--- src/rtl/cla_result_stage.sv ---
// ============================================================================
// Module   : cla_result_stage
// Purpose  : Result buffer behind cla_64bit. Derives zero/neg/ovf flags and
//            presents results through a valid/ready FIFO.
// Revision : 1.0  initial release
// ============================================================================
`default_nettype none

module cla_result_stage #(
  parameter int WIDTH = 64,
  parameter int DEPTH = 2
) (
  input  logic                       clk,
  input  logic                       rst_n,
  input  logic                       in_valid,
  output logic                       in_ready,
  input  logic [WIDTH-1:0]           in_sum,
  input  logic                       in_cout,
  input  logic                       in_a_msb,
  input  logic                       in_b_msb,
  output logic                       out_valid,
  input  logic                       out_ready,
  output logic [WIDTH-1:0]           out_sum,
  output logic                       out_cout,
  output logic                       out_zero,
  output logic                       out_neg,
  output logic                       out_ovf,
  output logic [$clog2(DEPTH):0]     count
);

  localparam int                 c_ptr_w = $clog2(DEPTH);
  localparam int                 c_cnt_w = c_ptr_w + 1;
  localparam int                 c_ent_w = WIDTH + 4;
  localparam logic [c_cnt_w-1:0] c_full  = c_cnt_w'(DEPTH);

  logic [c_ent_w-1:0] r_mem [DEPTH];
  logic [c_ptr_w-1:0] r_wr_ptr;
  logic [c_ptr_w-1:0] r_rd_ptr;
  logic [c_cnt_w-1:0] r_count;

  logic               w_push;
  logic               w_pop;
  logic               w_zero;
  logic               w_neg;
  logic               w_ovf;
  logic [c_ent_w-1:0] w_entry;

  // Flags depend only on the pushed inputs, so they are frozen with the entry.
  assign w_zero  = ~|in_sum;
  assign w_neg   = in_sum[WIDTH-1];
  assign w_ovf   = (in_a_msb == in_b_msb) && (in_sum[WIDTH-1] != in_a_msb);
  assign w_entry = {in_sum, in_cout, w_zero, w_neg, w_ovf};

  assign in_ready  = (r_count != c_full);
  assign out_valid = (r_count != '0);
  assign w_push    = in_valid && in_ready;
  assign w_pop     = out_valid && out_ready;

  always_ff @(posedge clk or negedge rst_n) begin
    if (!rst_n) begin
      r_wr_ptr <= '0;
      r_rd_ptr <= '0;
      r_count  <= '0;
      for (int i = 0; i < DEPTH; i++) begin
        r_mem[i] <= '0;
      end
    end else begin
      if (w_push) begin
        r_mem[r_wr_ptr] <= w_entry;
        r_wr_ptr        <= r_wr_ptr + 1'b1;
      end
      if (w_pop) begin
        r_rd_ptr <= r_rd_ptr + 1'b1;
      end
      case ({w_push, w_pop})
        2'b10:   r_count <= r_count + 1'b1;
        2'b01:   r_count <= r_count - 1'b1;
        default: r_count <= r_count;
      endcase
    end
  end

  // Head entry is read straight from storage; stale while empty.
  assign {out_sum, out_cout, out_zero, out_neg, out_ovf} = r_mem[r_rd_ptr];
  assign count = r_count;

endmodule

`default_nettype wire

--- config.mk ---
export PLATFORM = sky130hd
export DESIGN_NAME = cla_result_stage
export DESIGN_NICKNAME = d
export VERILOG_FILES = /design/src/rtl/cla_result_stage.sv
export SDC_FILE = /design/constraint.sdc
export NUM_CORES = 1
export LEC_CHECK = 0
export BUFFER_PORTS_ARGS = -buffer_cell sky130_fd_sc_hd__buf_2
export CAP_MARGIN = 20
export CORE_ASPECT_RATIO = 1.4
export CORE_MARGIN = 1.5
export CORE_UTILIZATION = 58
export CTS_CLUSTER_DIAMETER = 200
export CTS_CLUSTER_SIZE = 12
export DETAILED_ROUTE_END_ITERATION = 8
export PLACE_DENSITY = 0.84
export SYNTH_ARGS = -nofsm -noshare
export SYNTH_HDL_FRONTEND = slang
export SYNTH_SLANG_ARGS = --single-unit
--- constraint.sdc ---
create_clock -name clk -period 4.7 [get_ports clk]
set_input_delay 0.94 -clock clk [delete_from_list [all_inputs] [get_ports clk]]
set_output_delay 0.94 -clock clk [all_outputs]
set_load 0.005 [all_outputs]
Yosys cells after proc, flatten, opt, wreduce, memory -nomap -nowiden
Cells that the tools add are included.
Widths: inputs -> output; s select.
{"block": "word_totals", "register_bits": 140, "input_bits": 71, "output_inout_bits": 72, "word_cells": 34}
{"block": "classes", "add_sub_neg": 4, "n_lt_le_gt_ge": 3, "eq_ne": 5, "n_mux": 7, "bitwise": 2, "reduce_logical": 8}
{"cell": "$mux 68", "n": 4}
{"cell": "$bwmux 136", "n": 1}
{"cell": "$demux 68 s1", "n": 1}
{"cell": "$reduce_or 64->1", "n": 1}
{"cell": "$ge 2x2->1 const B", "n": 2}
{"cell": "$logic_and 1x1->1", "n": 4}
{"cell": "$not 1->2", "n": 2}
{"cell": "$pmux 2 s2", "n": 1}
{"cell": "$reduce_bool 2->1", "n": 2}
{"cell": "$add 1x1->1 const B", "n": 2}
{"cell": "$add 2x1->2 const B", "n": 1}
{"cell": "$eq 2x1->1 const B", "n": 1}
{"cell": "$eq 2x2->1 const B", "n": 1}
{"cell": "$lt 2x1->1 const B", "n": 1}
{"cell": "$ne 2x2->1 const B", "n": 1}
{"cell": "$sub 2x1->2 const B", "n": 1}
{"cell": "$eq 1x1->1", "n": 1}
{"cell": "$logic_not 1->1", "n": 1}
{"cell": "$ne 1x1->1", "n": 1}

Longest topological paths before layout
Gate-level depths: netlist (run 1).
{"block": "logic_depth", "ltp_word": 6, "mapped_depth": 6, "depth_no_buf": 6}

Worst setup path before layout (run 1)
No wires, ideal clock.
{"block": "synth_timing", "path_kind": "register -> output", "from": "register r_rd_ptr", "to": "output out_sum[63]", "arrival_time_ps": 1338, "t_required_ps": 3760, "slack_ps": 2422, "stages_incl_launch_ff": 5, "path_buffers": 3, "path_cell_list": "dfrtp_1 -> clkbuf_1 -> clkbuf_1 -> mux2_2 -> buf_4"}
{"block": "synth_between", "elab_chain_len": 4}
{"element": "start: declaration", "line_no": "38", "text": "logic [c_ptr_w-1:0] r_rd_ptr;"}
{"element": "start signal: assignment", "line_no": "73", "text": "r_rd_ptr <= r_rd_ptr + 1'b1;"}
{"element": "$not 1->2 (implied by the code)", "line_no": "84", "text": "assign {out_sum, out_cout, out_zero, out_neg, out_ovf} = r_mem[r_rd_ptr];"}
{"element": "$mux 68 (implied by the code) (3 in series)", "line_no": "84"}
{"element": "end: declaration", "line_no": "23", "text": "output logic [WIDTH-1:0] out_sum,"}
No other way between the ends. The select of a mux whose other input is x is not followed.

Final worst setup path (run 1)
{"block": "layout_timing", "from": "register r_rd_ptr", "to": "output out_sum[47]"}
Same word-level chain as after synthesis.

==> results.json, run 1 <==
{
  "status": "finished, final reports clean",
  "diodes": 0,
  "rows": 44,
  "antenna_left": 0,
  "regArea_um2": 3450,
  "fin_crit_sh_pct": 68.4,
  "required_ns": 3.76,
  "avgSynthCellArea_um2": 15.4,
  "initial_core_util_pct": 59.6,
  "antenna_found_initial": 0,
  "min_period_ns": 3.21,
  "grt_pass1_wl_um": 21800,
  "vias_per_cell": 5.53,
  "overflow": 0,
  "clock_skew_ns": 0.00692,
  "vias": 3853,
  "place_congestion": 0.768,
  "cpPeakStageDelay_ns": 0.96,
  "yosys.area.top_type": "dfrtp_1",
  "synth_top_area_share_pct": 55.6,
  "fill_cells": 716,
  "powerDensity_nw_per_um2": 748,
  "die_width_um": 90.4,
  "post-route-drc-count": 0,
  "grt_pass1_vias": 4218,
  "hold_buffers": 0,
  "setup_viol": 0,
  "peakVddDrop_uv": 456,
  "ctsRootBufferMaster": "clkbuf_16",
  "clkTransAtPathRegs_ns": 0.06,
  "postCtsSetupRepairBufs": 0,
  "grt_max_degree": 97,
  "slew-limit-headroom_pct": 32.8,
  "fin_setup_tns_ns": 0,
  "multi_input_area_um2": 2590,
  "synthArstFlopShare_pct": 100,
  "synth.distinct_cells": 25,
  "synth_edf_count": 0,
  "die_area_um2": 11300,
  "core_um2": 10400,
  "slowest_stage": "dfrtp_2",
  "drtIter0Drc": 124,
  "numPortBuffers": 142,
  "critPathKind": "flop to output port",
  "cts_tree": "done",
  "grt_usage_pct": 25.0,
  "drive_gt1_share_pct": 63.0,
  "tightest_slew_ns": 1.01,
  "crit_fanout": 38,
  "io_pins": 143,
  "synth_area_leaders": "dfrtp_1 (56%), mux2_2 (27%), mux2_1 (5.3%), mux2_4 (4.4%), nor4_1 (1.7%)",
  "pre_cts_ws_ns": 1.90,
  "synth-seq-cells": 138,
  "post-synth-top-count-cell": "mux2_2",
  "cts.sinks": 138,
  "maxSlewViolCount": 0,
  "cp-end-kind": "output port",
  "cts.path.max_buffers": 2,
  "h-tree-depth": 4,
  "dp_hpwl_um": 9000,
  "synth_seq_area_share_pct": 55.6,
  "wl_per_cell_um": 18.8,
  "synth_commonest_cells": "mux2_2 (151), dfrtp_1 (138), mux2_1 (29), mux2_4 (18), nor4_1 (17)",
  "p_leak_nw": 3.48,
  "fin_ws_ns": 1.49,
  "crit_path_start_kind": "flop",
  "final_net_count": 618,
  "cts_resized": 0,
  "worst_hold_path_type": "flop to flop",
  "synthCells": 403,
  "syn_area_um2": 6210,
  "drt_wl_total_um": 13100,
  "first_pass_iters": 4,
  "cap_violations": 0,
  "synth_nets": 475,
  "die_height_um": 125,
  "worst_ep_arrival_time_ns": 2.27,
  "syn_to_final_growth_pct": 22.0,
  "yosys_warnings": 0,
  "hold_viol": 0,
  "cts_made_buffers": 17,
  "path_cells": "buf_4, mux2_2, buf_2",
  "rsz0062_at_grt": "no",
  "clk_latency_ns": 0.40,
  "synth_ff_type": "dfrtp_1",
  "max_freq_ghz": 0.311
}
[cell usage in the layout (no fill, tap or decap), types with 3 or more instances in the layout]
master / instances
dfrtp_1: 137
clkbuf_16: 17
mux2_1: 29
nand4_1: 4
buf_2: 141
clkinv_2: 5
clkinv_4: 4
mux2_2: 151
mux2_4: 18
nand2_1: 3
buf_4: 3
nor4_1: 17
nor2_1: 3
xnor2_1: 3
[layer usage]
| layer | track usage (%) | wire [µm] | up-vias |
|---|---|---|---|
| met5 | 0 | 0 | - |
| li1 | - | - | 1766 |
| met4 | 9.06 | 261 | 0 |
| met2 | 43.3 | 6950 | 102 |
| met1 | 30.0 | 5390 | 1965 |
| met3 | 6.20 | 523 | 20 |
[cells by family after synthesis]
logic type | after synthesis | share of synthesized area, %
compound gates | 3 | 0.242
mux | 199 | 37.2
xor+xnor | 5 | 0.706
simple gates | 33 | 3.35
buf+inv | 24 | 2.68
flops | 138 | 55.6
fa+ha+maj | 1 | 0.202
[power breakdown]
part / internal, W / switching, W / total, W
combinational: 0.00140 / 0.000845 / 0.00224
clock: 0.000753 / 0.000477 / 0.00123
sequential: 0.00180 / 0.000390 / 0.00219
total: 0.00395 / 0.00171 / 0.00566
[final cells by class]
type | count | share of cell area, %
flip-flops and latches | 138 | 45.6
multi-input cells | 241 | 34.3
repair buffers | 147 | 10.4
clock buffers | 21 | 6.08
well taps | 138 | 2.28
clock inverters | 11 | 1.29
inverters | 1 | 0.0496
[per-stage QoR]
step | util (%) | hold slack (ns) | total power [W] | instance area, µm² | std cells
finish | 72.8 | 0.483 | 0.00566 | 7570 | 697
global route | 72.8 | 0.509 | 0.00601 | 7570 | 697
CTS | 72.8 | 0.484 | 0.00571 | 7570 | 697
detailed placement | 67.4 | 0.470 | 0.00444 | 7010 | 665
global placement | 67.1 | 0.462 | 0.00432 | 6980 | 664
floorplan | - | 0.450 | 0.00364 | 6210 | 403
[worst paths after layout]
| check | from | endpoint | slack (ns) | cells after the start |
|---|---|---|---|---|
| setup reg to reg | count[0]$_DFFE_PN0P_ | r_mem[114]$_DFFE_PN0P_ | 2.40 | 5 |
| hold reg to reg | r_mem[70]$_DFFE_PN0P_ | r_mem[70]$_DFFE_PN0P_ | 0.48 | 1 |
| min in group asynchronous | rst_n | r_mem[65]$_DFFE_PN0P_ | 0.60 | 1 |
| setup / recovery | r_rd_ptr$_DFFE_PN0P_ | out_sum[47] | 1.49 | 3 |
| max in group asynchronous | rst_n | r_mem[89]$_DFFE_PN0P_ | 2.97 | 2 |
| hold / removal | r_mem[70]$_DFFE_PN0P_ | r_mem[70]$_DFFE_PN0P_ | 0.48 | 1 |
[worst max-delay path: cells and delay by family (launching register included)]
kind,cells,cell delay [ns]
DFF,1,0.96
buffers and inverters,2,0.53
muxes,1,0.37
[flip-flops by register name, indices dropped and copies added, names as in the netlist]
register and flops:
r_rd_ptr 1, r_wr_ptr 1, r_mem 134, count 2
Power figures use the tool's default switching activity.
==> run 2, diff against run 1 <==
- CORE_UTILIZATION: 58 -> 49
- PLACE_DENSITY: 0.84 -> 0.75
- clock period: 4.7 -> 2.7 ns (I/O delays scaled with it)
==> run 2 against run 1 <==
  * Via count up 0.65%
  * Clock skew down 0.00062 ns
  * Critical path depth unchanged
  * Die area up 18%
  * Final area up 1.2%
==> results.json, run 2 (synthesis results as in run 1) <==
{
  "critPathTopFamily": "flip-flops",
  "r2r-end": "r_mem[134]$_DFFE_PN0P_",
  "overflow": 0,
  "comb_power_share_pct": 40.0,
  "worst_hold_path_type": "input pin to async pin",
  "final_net_count": 625,
  "peakVddDrop_uv": 629,
  "die_height_um": 136,
  "min_period_ns": 2.37,
  "crit_path_start": "r_rd_ptr$_DFFE_PN0P_",
  "fin_setup_tns_ns": 0,
  "place_congestion": 0.754,
  "swShare_pct": 29.7,
  "path_cells": "buf_4, mux2_2, buf_2",
  "largest_reg_flops": 134,
  "cap_violations": 0,
  "layout_common_cells": "mux2_2 (151), buf_2 (141), dfrtp_1 (137), mux2_1 (29), mux2_4 (18)",
  "path_buf_inv": 2,
  "pre_cts_ws_ns": 0.417,
  "hold_buffers": 0,
  "largest-register": "r_mem",
  "tightest_slew_ns": 0.666,
  "cts.sinks": 138,
  "clk_latency_ns": 0.40,
  "cpPeakStageDelay_ns": 0.66,
  "worst_ep_arrival_time_ns": 1.83,
  "cts_resized": 0,
  "grt_pass1_wl_um": 21900,
  "ctsRootBufferMaster": "clkbuf_16",
  "powerDensity_nw_per_um2": 1310,
  "h-tree-depth": 4,
  "dp_hpwl_um": 9670,
  "rsz0062_at_grt": "no",
  "clkTransAtPathRegs_ns": 0.06,
  "cts_tree": "done",
  "hold_viol": 0,
  "post-route-drc-count": 0,
  "power_switching_w": 0.00299,
  "rows": 48,
  "fin_ws_ns": 0.326,
  "status": "finished, final reports clean",
  "fin_crit_sh_pct": 87.9,
  "antenna_left": 0,
  "die_area_um2": 13400,
  "internal-power_w": 0.00706,
  "core_um2": 12400,
  "antenna_found_initial": 0,
  "cp-end-kind": "output port",
  "syn_to_final_growth_pct": 23.5,
  "reg2reg_from": "count[0]$_DFFE_PN0P_",
  "cts.path.max_buffers": 2,
  "vias": 3878,
  "clock_skew_ns": 0.00630,
  "critPathKind": "flop to output port",
  "maxSlewViolCount": 0,
  "first_pass_iters": 4,
  "initial_core_util_pct": 50.2,
  "numPortBuffers": 142,
  "slew-limit-headroom_pct": 55.2,
  "cts_made_buffers": 17,
  "wl_per_cell_um": 18.9,
  "power_frac_seq_pct": 37.0,
  "slowest_stage": "dfrtp_2",
  "setup_viol": 0,
  "power.share.clock_pct": 22.9,
  "crit_path_start_kind": "flop",
  "crit_fanout": 16,
  "grt_pass1_vias": 4289,
  "drive_gt1_share_pct": 63.5,
  "drtIter0Drc": 83,
  "grt_max_degree": 66,
  "io_pins": 143,
  "layout_commonest_cell": "mux2_2",
  "worst-r2r-cell-count": 5,
  "drt_wl_total_um": 13500,
  "max_freq_ghz": 0.421,
  "p_leak_nw": 3.51,
  "required_ns": 2.16,
  "vias_per_cell": 5.43,
  "die_width_um": 98.1,
  "worst-r2r-setup-slack_ns": 0.89,
  "diodes": 0,
  "grt_usage_pct": 21.1,
  "postCtsSetupRepairBufs": 0
}
[run 2: area by class of cell]
cell class | instances | area (µm²)
Clock buffer | 19 | 443
Inverter | 1 | 3.75
Timing Repair Buffer | 154 | 832
Sequential cell | 138 | 3450
Fill cell | 961 | 4710
Clock inverter | 11 | 149
Multi-Input combinational cell | 241 | 2590
Tap cell | 150 | 188
[run 2: worst max path at each step]
stage,endpoint,slack (ns),depth (start not counted)
after floorplan,out_sum[63],0.82,4
after global placement,r_mem[2]$_DFFE_PN0P_,0.45,5
after detailed placement,r_mem[2]$_DFFE_PN0P_,0.42,6
after CTS,out_sum[20],0.29,3
after global routing,out_sum[20],0.24,3
final,out_sum[20],0.33,3
[run 2: worst reg2reg max path, stage by stage (launching register included)]
cell and delay, ns:
dfrtp_1 0.43, nand2b_4 0.19, nand2_2 0.10, nor2_4 0.10, buf_4 0.46, mux2_1 0.40
[run 2: power groups by stage]
stage	registers (W)	logic [W]	clock network (W)
after floorplan	0.00349	0.00284	0
after CTS	0.00373	0.00410	0.00234
after global routing	0.00387	0.00436	0.00244
final	0.00372	0.00402	0.00231
after detailed placement	0.00376	0.00406	0
after global placement	0.00365	0.00396	0
[run 2: through the flow]
step           total power (W)  instances  instance area [µm²]  util, %  hold WS (ns)
2_1_floorplan          0.00634        403                 6210        -         0.244
3_3_place_gp           0.00761        684                 7070     57.2         0.463
3_5_place_dp           0.00782        684                 7070     57.2         0.472
4_1_cts                 0.0102        714                 7660     61.9         0.126
5_1_grt                 0.0107        714                 7660     61.9         0.144
6_report                0.0101        714                 7660     61.9         0.101
[run 2: per-layer routing]
| metal | track usage, % | wire length [µm] | vias up |
|---|---|---|---|
| li1 | - | - | 1770 |
| met2 | 37.8 | 7230 | 98 |
| met1 | 25.0 | 5500 | 2000 |
| met4 | 5.08 | 95 | 0 |
| met3 | 6.07 | 699 | 10 |
| met5 | 0 | 0 | - |
